[src/rtl/seg7_pkg.sv]
// Shared definitions for the seven-segment scan driver: BCD digit type and
// active-high segment patterns (bit 0 = segment a, bit 6 = segment g).
package seg7_pkg;

    typedef logic [3:0] bcd_digit_t;

    localparam logic [6:0] SEG_0    = 7'h3F;
    localparam logic [6:0] SEG_1    = 7'h06;
    localparam logic [6:0] SEG_2    = 7'h5B;
    localparam logic [6:0] SEG_3    = 7'h4F;
    localparam logic [6:0] SEG_4    = 7'h66;
    localparam logic [6:0] SEG_5    = 7'h6D;
    localparam logic [6:0] SEG_6    = 7'h7D;
    localparam logic [6:0] SEG_7    = 7'h07;
    localparam logic [6:0] SEG_8    = 7'h7F;
    localparam logic [6:0] SEG_9    = 7'h6F;
    localparam logic [6:0] SEG_DASH = 7'h40;
    localparam logic [6:0] SEG_OFF  = 7'h00;

endpackage

[src/rtl/seg7_decode.sv]
// BCD nibble to active-high segment pattern; non-decimal nibbles map to a dash.
// Combinational, no flow control.
module seg7_decode
    import seg7_pkg::*;
(
    input  bcd_digit_t  digit,
    output logic [6:0]  pattern
);

    always_comb begin
        pattern = SEG_DASH;
        case (digit)
            4'd0:    pattern = SEG_0;
            4'd1:    pattern = SEG_1;
            4'd2:    pattern = SEG_2;
            4'd3:    pattern = SEG_3;
            4'd4:    pattern = SEG_4;
            4'd5:    pattern = SEG_5;
            4'd6:    pattern = SEG_6;
            4'd7:    pattern = SEG_7;
            4'd8:    pattern = SEG_8;
            4'd9:    pattern = SEG_9;
            default: pattern = SEG_DASH;
        endcase
    end

endmodule

[src/rtl/seg7_scan_driver.sv]
// Time-multiplexed 7-segment scan driver with per-frame BCD latch; SEG7_LZB_EN enables leading-zero blanking.
// Latency: seg/an/frame_tick registered, 1 cycle after div/idx/disp/blank.
// Backpressure: none; bcd is sampled only at the frame boundary, scan free-runs.
module seg7_scan_driver
    import seg7_pkg::*;
#(
    parameter int DIGITS         = 3,
    parameter int SCAN_DIV       = 50000,
    parameter bit SEG_ACTIVE_LOW = 1'b1,
    parameter bit AN_ACTIVE_LOW  = 1'b1
) (
    input  logic                  clk,
    input  logic                  rst_n,
    input  logic [4*DIGITS-1:0]   bcd,
    input  logic                  blank,
    output logic [6:0]            seg,
    output logic [DIGITS-1:0]     an,
    output logic                  frame_tick
);

    localparam int DIV_W = (SCAN_DIV > 1) ? $clog2(SCAN_DIV) : 1;
    localparam int IDX_W = (DIGITS > 1) ? $clog2(DIGITS) : 1;
    localparam logic [DIV_W-1:0]  DIV_LAST  = DIV_W'(SCAN_DIV - 1);
    localparam logic [IDX_W-1:0]  IDX_LAST  = IDX_W'(DIGITS - 1);
    localparam logic [6:0]        SEG_UNLIT = SEG_OFF ^ {7{SEG_ACTIVE_LOW}};
    localparam logic [DIGITS-1:0] AN_IDLE   = {DIGITS{AN_ACTIVE_LOW}};

    logic [DIV_W-1:0]    div;
    logic [IDX_W-1:0]    idx;
    logic [4*DIGITS-1:0] disp;

    logic                div_wrap;
    logic                frame_end;
    bcd_digit_t          cur_digit;
    logic [6:0]          pattern;
    logic                lz_dark;
    logic                lit;
    logic [6:0]          seg_nxt;
    logic [DIGITS-1:0]   an_nxt;
    logic                frame_nxt;

    assign div_wrap  = (div == DIV_LAST);
    assign frame_end = div_wrap && (idx == IDX_LAST);

    always_ff @(posedge clk or negedge rst_n) begin
        if (!rst_n) begin
            div  <= '0;
            idx  <= '0;
            disp <= '0;
        end else begin
            div <= div_wrap ? '0 : div + 1'b1;
            if (div_wrap) begin
                idx <= (idx == IDX_LAST) ? '0 : idx + 1'b1;
            end
            if (frame_end) begin
                disp <= bcd;
            end
        end
    end

    always_comb begin
        cur_digit = '0;
        for (int i = 0; i < DIGITS; i++) begin
            if (idx == IDX_W'(i)) begin
                cur_digit = disp[4*i +: 4];
            end
        end
    end

    seg7_decode u_decode (
        .digit   (cur_digit),
        .pattern (pattern)
    );

`ifdef SEG7_LZB_EN
    logic [DIGITS-1:0] zeros_above;
    logic              zero_run;

    // zeros_above[i]: nibbles i..DIGITS-1 are all zero; A-F count as non-zero.
    always_comb begin
        zeros_above = '0;
        zero_run    = 1'b1;
        for (int i = DIGITS - 1; i >= 0; i--) begin
            zero_run       = zero_run && (disp[4*i +: 4] == 4'd0);
            zeros_above[i] = zero_run;
        end
        lz_dark = (idx != '0) && zeros_above[idx];
    end
`else
    assign lz_dark = 1'b0;
`endif

    // div==0 is the anti-ghosting dead cycle at the start of every slot.
    assign lit       = (div != '0) && !blank && !lz_dark;
    assign seg_nxt   = (lit ? pattern : SEG_OFF) ^ {7{SEG_ACTIVE_LOW}};
    assign an_nxt    = (lit ? (DIGITS'(1) << idx) : '0) ^ {DIGITS{AN_ACTIVE_LOW}};
    assign frame_nxt = (div == '0) && (idx == '0);

    always_ff @(posedge clk or negedge rst_n) begin
        if (!rst_n) begin
            seg        <= SEG_UNLIT;
            an         <= AN_IDLE;
            frame_tick <= 1'b0;
        end else begin
            seg        <= seg_nxt;
            an         <= an_nxt;
            frame_tick <= frame_nxt;
        end
    end

endmodule

[config.mk]
export PLATFORM = sky130hd
export DESIGN_NAME = seg7_scan_driver
export DESIGN_NICKNAME = d
export VERILOG_FILES = /design/src/rtl/seg7_pkg.sv /design/src/rtl/seg7_decode.sv /design/src/rtl/seg7_scan_driver.sv
export SDC_FILE = /design/constraint.sdc
export NUM_CORES = 1
export LEC_CHECK = 0
export ABC_CLOCK_PERIOD_IN_PS = 2600
export BUFFER_PORTS_ARGS = -buffer_cell sky130_fd_sc_hd__buf_2
export CAP_MARGIN = 20
export CORE_MARGIN = 1
export CORE_UTILIZATION = 50
export DETAILED_ROUTE_END_ITERATION = 7
export PLACE_DENSITY_LB_ADDON = 0.15
export SYNTH_ARGS = -nofsm -noshare
export SYNTH_HDL_FRONTEND = slang
export SYNTH_SLANG_ARGS = --single-unit
[constraint.sdc]
create_clock -name clk -period 2.6 [get_ports clk]
set_clock_uncertainty 0.2 [all_clocks]
set_input_delay 0.26 -clock clk [delete_from_list [all_inputs] [get_ports clk]]
set_output_delay 0.26 -clock clk [all_outputs]
set_load 0.1 [all_outputs]
==> impl_results.md, run 1 <==
- Outcome: complete, no violations
- Setup crit end kind: flip-flop
- Fraction of layout cells with a size suffix above 1: 31.6%
- Number of synthesized flops with an enable pin: 0
- RR Startpoint: idx[1]$_DFFE_PN0N_
- Pin count of the biggest net entering global routing: 42
- R2R setup slack: 400 ps
- CTS Buffer Depth: 2
- Combinational power share: 11.7%
- Io pins: 26
- Fin crit period: 2200 ps
- Cells after Synth: 166
- Fillers: 307
- Routed len/inst: 13.7 um
- Worst setup path end: seg[5]$_DFF_PN1_
- Die area: 0.00437 mm2
- Max frequency: 455 MHz
- Final WL: 3470 um
- Post-synth cell types: 36
- WP data required: 2620 ps
- FFs w/ async S/R, synth: 100%
- Design Area, Final: 0.00242 mm2
- CTS tree: yes
- First DRT Iteration DRCs: 75
- Seq pwr share: 51.0%
- WS Path Type: reg -> reg
- Dominant synthesized flop cell: dfrtp_1
- R2R depth: 7
- Worst hold-check path type: in -> reg
- Worst VDD drop: 0.356 mV
- Clock sink total: 41
- Clock power share: 37.3%
- DRT antenna net count: 0
- GRT Overall Usage: 19.0%
- Area of the multi-input gates: 936 um2
- Register area: 0.00104 mm2
- Slew headroom: 42.6%
- Clk_lat worst skew: 290 ps
- Die W: 66.1 um
- Vias in the first global route: 1,312
- DP HPWL: 2510 um
- Synthesis Warnings: 0
- RSZ-0062 raised after global routing: no
- Row Count: 22
- R2R Path End: seg[5]$_DFF_PN1_
- Cell Area, Placed: 0.00222 mm2
- Syn-to-layout area delta: 17.7%
- Post-Syn Area: 0.00205 mm2
- DP Worst Slack: 416 ps
- Leak: 1.13 nW
- # nets final: 227
- Setup TNS: 0 ps
- Input/output buffers: 25
- #FFs+latches synth: 41
- DP Cell Count: 237
- Sw Ratio: 24.2%
- WP data arrival: 2220 ps
- Antenna diodes: 0
- Int Power: 0.996 mW
- Final hold vios: 0
- GR Overflow Total: 0
- Non-filler cells, final: 254
- Critical path startpoint: idx[1]$_DFFE_PN0N_
- Global placer's final weighted congestion: 0.838
- Synth Net Count: 188
- Clock Root Buffer: clkbuf_8
- TritonCTS Buffers: 5
- Initial core utilization: 54.1%
- Cell Pwr Density: 543 mW/mm2
- Core Box Area: 0.00380 mm2
- DRC viols: 0
- Worst-path fanout max: 10
- P_sw: 0.317 mW
- Initial antenna violation count: 0
- First-pass GRT wire length: 6120 um
- Slew @ Worst Pin: 862 ps
- # H-tree levels: 2
- Sequential share of the synthesized area: 50.6%
- Syn_area_per_cell: 12.4 um2
- # setup viols final: 0
- Clock slew at reported path FFs: 70 ps
- Via count: 1,328
- Max cap viols: 0
- TritonRoute pass-1 iters: 4
- Final period util: 84.6%
- Final Worst Setup Slack: 401 ps
- Max Slew Vio Count: 0
- Die Y-Extent: 66.1 um
- Startpoint types: flip-flop
- Vias per cell: 5.23
- Final core occ: 63.6%
-- power by group through the flow --
| stage | Sequential, mW | Combinational (mW) | Clock, mW |
|---|---|---|---|
| 2_1_floorplan | 0.744 | 0.0421 | 0 |
| 6_report | 0.669 | 0.154 | 0.490 |
| 5_1_grt | 0.671 | 0.166 | 0.535 |
| 3_5_place_dp | 0.681 | 0.145 | 0 |
| 4_1_cts | 0.669 | 0.156 | 0.503 |
| 3_3_place_gp | 0.681 | 0.142 | 0 |
-- critical path: stages, from the launching register on --
cell       delay (ps)
dfrtp_1           520
nor2b_1           390
o2bb2ai_1         300
inv_1             180
ha_1              230
inv_1              60
mux2i_1            70
a2bb2oi_1         180
-- cells by family (layout without fill, tap and decap cells) --
| group | after synthesis | in the layout | synth area share [%] |
|---|---|---|---|
| compound gates | 17 | 17 | 6.46 |
| buf+inv | 15 | 55 | 3.84 |
| xor+xnor | 13 | 13 | 5.55 |
| simple gates | 51 | 51 | 16.0 |
| fa+ha+maj | 7 | 7 | 4.27 |
| flops | 41 | 41 | 50.6 |
| mux | 22 | 22 | 13.3 |
-- routing by layer --
metal	part of all wire, %	GRT usage [%]	routed length [um]
met3	4.4	6.21	153
met4	1.1	4.79	38
met1	48	25.8	1680
met2	46	29.2	1600
met5	0	0	0
-- area by class of cell --
type | count | area share (%)
Sequential cell | 41 | 43.0
Multi-Input combinational cell | 110 | 38.7
Timing Repair Buffer | 37 | 9.83
Tap cell | 48 | 2.48
Clock inverter | 2 | 1.45
Inverter | 10 | 1.55
Clock buffer | 6 | 3.00
-- sequential cells by signal, indices dropped and copies added (netlist names) --
register    count
frame_tick      1
div            16
an              3
disp           12
idx             2
seg             7
-- cell usage in the layout (no fill, tap or decap), drive strengths merged --
| cell type | Yosys | final |
|---|---|---|
| dfrtp | 31 | 31 |
| buf | 5 | 28 |
| mux2 | 13 | 13 |
| nor2 | 12 | 12 |
| nand3 | 11 | 11 |
| inv | 10 | 10 |
| dfstp | 10 | 10 |
| mux2i | 9 | 9 |
| dlygate4sd3 | 0 | 9 |
| xnor2 | 7 | 7 |
| ha | 7 | 7 |
| xor2 | 6 | 6 |
| clkbuf | 0 | 6 |
| nand2 | 5 | 5 |
| a2bb2oi | 5 | 5 |
| nor3 | 5 | 5 |
| nor4 | 5 | 5 |
| o2bb2ai | 4 | 4 |
| o21ai | 4 | 4 |
| nor2b | 3 | 3 |
| and2 | 3 | 3 |
| nand3b | 2 | 2 |
| and3 | 2 | 2 |
| a21oi | 2 | 2 |
| nand4 | 2 | 2 |
| nor4b | 1 | 1 |
| a41oi | 1 | 1 |
| a22o | 1 | 1 |
| clkinv | 0 | 1 |
| bufinv | 0 | 1 |
-- stage by stage --
| stage | power, mW | hold WS [ps] |
|---|---|---|
| after floorplan | 0.786 | -236 |
| after detailed placement | 0.826 | 225 |
| after global routing | 1.37 | 1.10 |
| final | 1.31 | 5.66 |
| after global placement | 0.823 | 216 |
| after CTS | 1.33 | 0.884 |
-- timing repair --
action / in CTS / in global routing
hold buffers: 9 / 0
resized for setup: 0 / 0
endpoints found under the hold margin: 39 / 0
endpoints found under the setup margin: 0 / 0
setup buffers: 0 / 0
-- Yosys cell counts, types with 2 or more instances --
cell type	instances	share of area [%]
xnor2_1	7	3.0
mux2_2	2	1.1
dfstp_2	10	13
a21oi_1	2	0.49
nand2_1	5	0.91
nor3_1	4	0.98
and2_1	2	0.61
and3_1	2	0.61
nor4_4	2	2.1
o21ai_0	3	0.73
xor2_1	6	2.6
nand3b_1	2	0.73
nor4_1	3	0.91
mux2_4	10	7.3
nand4_1	2	0.61
a2bb2oi_1	5	2.1
inv_1	10	1.8
nor2b_1	3	0.91
ha_1	7	4.3
nor2_1	12	2.2
nand3_1	9	2.2
o2bb2ai_1	3	1.3
buf_4	4	1.5
dfrtp_1	31	38
mux2i_1	9	4.4
-- how the worst min path moves through the flow --
stage	to	depth (start not counted)	slack (ps)	from
2_1_floorplan	disp[0]$_DFFE_PN0P_	0	-240	rst_n
3_3_place_gp	div[0]$_DFF_PN0_	1	220	rst_n
3_5_place_dp	div[0]$_DFF_PN0_	1	220	rst_n
4_1_cts	disp[10]$_DFFE_PN0P_	2	0.9	bcd[10]
5_1_grt	disp[11]$_DFFE_PN0P_	2	1	bcd[11]
6_report	disp[10]$_DFFE_PN0P_	2	6	bcd[10]
Note: power is estimated with default switching activity, not from simulation.
==> run 2: changes to the inputs <==
--- a/config.mk
+++ b/config.mk
@@ -5,7 +5,7 @@
 export SDC_FILE = /design/constraint.sdc
 export NUM_CORES = 1
 export LEC_CHECK = 0
-export ABC_CLOCK_PERIOD_IN_PS = 2600
+export ABC_CLOCK_PERIOD_IN_PS = 2100
 export BUFFER_PORTS_ARGS = -buffer_cell sky130_fd_sc_hd__buf_2
 export CAP_MARGIN = 20
 export CORE_MARGIN = 1
==> constraint.sdc (replaced) <==
create_clock -name clk -period 2.1 [get_ports clk]
set_clock_uncertainty 0.2 [all_clocks]
set_input_delay 0.21 -clock clk [delete_from_list [all_inputs] [get_ports clk]]
set_output_delay 0.21 -clock clk [all_outputs]
set_load 0.1 [all_outputs]
==> impl_results.md, run 2 (synthesized netlist as in run 1, its figures left out) <==
- Outcome: complete, no violations
- Io pins: 26
- Worst-path fanout max: 12
- TritonRoute pass-1 iters: 4
- Most common cell after layout, fill and taps aside: dfrtp_1
- Input/output buffers: 25
- Setup bufs post-CTS: 0
- DP HPWL: 2650 um
- Global placer's final weighted congestion: 0.957
- Vias in the first global route: 1,410
- Routed len/inst: 14.3 um
- Leak: 1.18 nW
- WP data required: 2070 ps
- WP data arrival: 1970 ps
- Largest regs: div x16, disp x12, seg x7
- Non-filler cells, final: 265
- GRT Overall Usage: 20.7%
- Commonest cells after routing, fill and taps aside: dfrtp_1, buf_2, dlygate4sd3_1
- Clock Root Buffer: clkbuf_8
- Die W: 66.1 um
- Max stage delay on crit path: 430 ps
- Setup crit end kind: flip-flop
- Initial core utilization: 54.1%
- CP top delay family: simple AND/OR/NAND/NOR gates
- Die Y-Extent: 66.1 um
- Final hold vios: 0
- Core Box Area: 0.00380 mm2
- Slew @ Worst Pin: 702 ps
- CTS tree: yes
- Slew headroom: 53.2%
- # nets final: 238
- Largest reg by FF count: div
- CP cell instances: ha_2, nand3_4, nor3_4, nand3_4, mux2_4
- Worst hold-check path type: in -> async
- Via count: 1,385
- # setup viols final: 0
- TritonCTS Buffers: 5
- Fraction of layout cells with a size suffix above 1: 34.6%
- Die area: 0.00437 mm2
- CTS Buffer Depth: 2
- Worst VDD drop: 0.444 mV
- CP max stage cell: dfrtp_1
- Clock sink total: 41
- Startpoint types: flip-flop
- Row Count: 22
- DP Worst Slack: 79.0 ps
- First-pass GRT wire length: 6540 um
- DRC viols: 0
- Final period util: 95.1%
- GR Overflow Total: 0
- Fin crit period: 2000 ps
- DRT antenna net count: 0
- Syn-to-layout area delta: 23.2%
- Vias per cell: 5.23
- Max frequency: 501 MHz
- Critical Path Most Common Cell: nand3_4
- Max cap viols: 0
- Final Worst Setup Slack: 103 ps
- # H-tree levels: 2
- Max reg flops: 16
- Final WL: 3800 um
- WS Path Type: reg -> reg
- Max Slew Vio Count: 0
- Clk_lat worst skew: 290 ps
- Cell Pwr Density: 612 mW/mm2
- Crit path buf inv count: 0
- Pin count of the biggest net entering global routing: 33
- DP Cell Count: 243
- Initial antenna violation count: 0
- Antenna diodes: 0
- Clock slew at reported path FFs: 70 ps
- First DRT Iteration DRCs: 66
==> run 2: cell count changes in the layout (fill, tap and decap cells not counted), sizes merged <==
cell | previous run | this run
clkinv | 1 | 0
buf | 28 | 34
dlygate4sd3 | 9 | 14
bufinv | 1 | 0
clkbuf | 6 | 8
==> run 2: path summary, 6_finish.rpt <==
kind / start / end / slack, ps / cells after the start
setup / recovery: div[0]$_DFF_PN0_ / disp[2]$_DFFE_PN0P_ / 100 / 5
hold / removal: rst_n / div[0]$_DFF_PN0_ / 300 / 2
setup reg to reg: div[0]$_DFF_PN0_ / disp[2]$_DFFE_PN0P_ / 100 / 5
hold reg to reg: disp[8]$_DFFE_PN0P_ / disp[8]$_DFFE_PN0P_ / 310 / 1
max in group asynchronous: rst_n / an[2]$_DFF_PN1_ / 710 / 3
min in group clk: disp[8]$_DFFE_PN0P_ / disp[8]$_DFFE_PN0P_ / 310 / 1
==> run 2: worst register-to-register path: cells and delay by family (launching register included) <==
family | cells | cell delay, ps
flip-flops | 1 | 430
AND/OR/NAND/NOR | 3 | 630
adder cells (fa/ha/maj) | 1 | 260
multiplexers | 1 | 360
==> run 2: routing by layer <==
layer / GRT usage [%] / share of wire [%] / vias to the layer above
li1: - / - / 681
met1: 28.0 / 50 / 674
met2: 31.9 / 46 / 26
met3: 5.69 / 3.0 / 4
met4: 7.18 / 0.84 / 0
met5: 0 / 0 / -
==> run 2: repair_timing <==
action,in CTS,in global routing
endpoints found under the hold margin,43,2
gates resized for setup,0,6
setup endpoints to repair,0,16
hold buffers,13,1
==> run 2: stage by stage <==
step / util [%] / hold WS, ps / cell area, um2 / TNS, ps / total power [mW]
floorplan: - / -286 / 2050 / 0 / 0.973
global placement: 59.6 / 95.6 / 2260 / 0 / 1.02
detailed placement: 59.6 / 95.3 / 2260 / 0 / 1.03
CTS: 65.4 / 24.1 / 2480 / 0 / 1.56
global route: 66.6 / 332 / 2530 / -6.51 / 1.62
finish: 66.6 / 299 / 2530 / 0 / 1.55
==> run 2: layout make-up <==
type	count	area (um2)
Tap cell	48	60.1
Fill cell	288	1270
Sequential cell	41	1040
Timing Repair Buffer	48	333
Multi-Input combinational cell	110	971
Inverter	10	37.5
Clock buffer	8	90.1
==> run 2: power breakdown <==
part	internal (mW)	switching, mW	total, mW	leakage [nW]
clock	0.268	0.250	0.518	0.0455
sequential	0.819	0.00960	0.828	0.496
combinational	0.0705	0.133	0.203	0.635
==> run 3: changes to the inputs <==
--- a/config.mk
+++ b/config.mk
@@ -11,6 +11,7 @@
 export CORE_MARGIN = 1
 export CORE_UTILIZATION = 50
 export DETAILED_ROUTE_END_ITERATION = 7
+export GPL_TIMING_DRIVEN = 0
 export PLACE_DENSITY_LB_ADDON = 0.15
 export SYNTH_ARGS = -nofsm -noshare
 export SYNTH_HDL_FRONTEND = slang
==> impl_results.md, run 3 (synthesized netlist as in run 1, its figures left out) <==
- Fin crit period: 2040 ps
- First-pass GRT wire length: 6020 um
- Syn-to-layout area delta: 25.2%
- WS Path Type: reg -> reg
- # setup viols final: 0
- Clock sink total: 41
- Via count: 1,353
- CP cell instances: ha_4, nand3_2, nor3_4, and2_4, buf_6, mux2_1
- GRT Overall Usage: 18.6%
- Non-filler cells, final: 261
- Routed len/inst: 14.0 um
- Outcome: complete, no violations
- Worst hold-check path type: reg -> reg
- Clock Root Buffer: clkbuf_8
- TritonRoute pass-1 iters: 4
- # H-tree levels: 2
- Die W: 66.1 um
- Max cap viols: 0
- Vias per cell: 5.18
- Die Y-Extent: 66.1 um
- Leak: 1.19 nW
- WP data arrival: 2020 ps
- Total power: 1.76 mW
- Row Count: 22
- R2R Path End: idx[0]$_DFFE_PN0N_
- Cell Area, Placed: 0.00224 mm2
- WHS: 308 ps
- Hold Path Depth: 1
- Input/output buffers: 25
- Hold path start: div[0]$_DFF_PN0_
- Cell Pwr Density: 684 mW/mm2
- Design Area, Final: 0.00257 mm2
- Worst VDD drop: 0.555 mV
- Antenna diodes: 0
- WP data required: 2080 ps
- Max stage delay on crit path: 430 ps
- Io pins: 26
- Global placer's final weighted congestion: 0.831
- Initial antenna violation count: 0
- Slew @ Worst Pin: 868 ps
- Fillers: 290
- Final WL: 3660 um
- CTS tree: yes
- Clk_lat worst skew: 290 ps
- DP Cell Count: 239
- CTS Buffer Depth: 2
- RR Startpoint: div[1]$_DFF_PN0_
- Slew headroom: 42.1%
- Crit path buf inv count: 1
- Most common cell after layout, fill and taps aside: dfrtp_1
- Max Slew Vio Count: 0
- Final period util: 97.2%
- DP HPWL: 2530 um
- Largest reg by FF count: div
- Worst-path fanout max: 10
- # nets final: 234
- Startpoint types: flip-flop
- Clock slew at reported path FFs: 80 ps
- TritonCTS Buffers: 5
- Final hold vios: 0
- DRT antenna net count: 0
- Final Worst Setup Slack: 59.7 ps
- Fraction of layout cells with a size suffix above 1: 35.7%
- RSZ-0062 raised after global routing: yes
- Setup crit end kind: flip-flop
- GR Overflow Total: 0
- Max reg flops: 16
- Commonest cells after routing, fill and taps aside: dfrtp_1, buf_2, dlygate4sd3_1
- Area of the multi-input gates: 988 um2
- First DRT Iteration DRCs: 69
- CP max stage cell: dfrtp_1
- DRC viols: 0
- R2R depth: 6
- DP Worst Slack: -26.3 ps
- Vias in the first global route: 1,290
- Die area: 0.00437 mm2
- Hold Path Sink: div[0]$_DFF_PN0_
- Initial core utilization: 54.1%
- Pin count of the biggest net entering global routing: 42
- R2R setup slack: 60 ps
- Largest regs: div x16, disp x12, seg x7
- Max frequency: 490 MHz
- Register area: 0.00104 mm2
- Core Box Area: 0.00380 mm2
- CP top delay family: simple AND/OR/NAND/NOR gates
[run 3: cell count changes in the layout (fill, tap and decap cells not counted), sizes merged]
| cell | delta |
|---|---|
| buf | -4 |
| bufinv | +2 |
| clkinv | +1 |
| clkbuf | -3 |
[run 3: where the power goes]
part | switching, mW | internal [mW]
Combinational | 0.131 | 0.0679
Sequential | 0.0102 | 0.819
Clock | 0.258 | 0.472
[run 3: worst max path at each step]
stage,slack [ps],cells past startpoint,to,startpoint
finish,60,6,idx[0]$_DFFE_PN0N_,div[1]$_DFF_PN0_
global route,-7,8,seg[1]$_DFF_PN1_,idx[0]$_DFFE_PN0N_
CTS,9,6,seg[0]$_DFF_PN1_,div[0]$_DFF_PN0_
detailed placement,-30,8,seg[5]$_DFF_PN1_,idx[0]$_DFFE_PN0N_
global placement,50,8,seg[5]$_DFF_PN1_,idx[0]$_DFFE_PN0N_
floorplan,210,6,idx[0]$_DFFE_PN0N_,div[0]$_DFF_PN0_
[run 3: layout make-up]
| type | instances | area share [%] |
|---|---|---|
| clock inverter | 3 | 2.53 |
| sequential | 41 | 40.5 |
| tap | 48 | 2.34 |
| clock buffer | 5 | 2.68 |
| multi-input combinational | 110 | 38.5 |
| timing repair buffer | 39 | 10.3 |
| inverter | 10 | 1.46 |
| buffer | 5 | 1.75 |
[run 3: through the flow]
step	utilization [%]	TNS, ps
after CTS	66.0	0
after global routing	67.7	-12.0
after floorplan	-	0
final	67.7	0
after global placement	58.9	0
after detailed placement	58.9	-44.5
[run 3: what timing repair did]
action                                  4_1_cts  5_1_grt
hold buffers                                 13        1
endpoints found under the setup margin        3        6
gates cloned                                  0        0
setup buffers                                 0        0
gates resized for setup                       1       11
pin swaps                                     1        2
hold endpoints to repair                     43        1
[run 3: layer usage]
| layer | vias to the layer above | global-route usage (%) | wire, um |
|---|---|---|---|
| li1 | 666 | - | - |
| met1 | 655 | 25.5 | 1770 |
| met2 | 25 | 28.6 | 1730 |
| met3 | 7 | 4.14 | 112 |
| met4 | 0 | 7.18 | 48 |
| met5 | - | 0 | 0 |
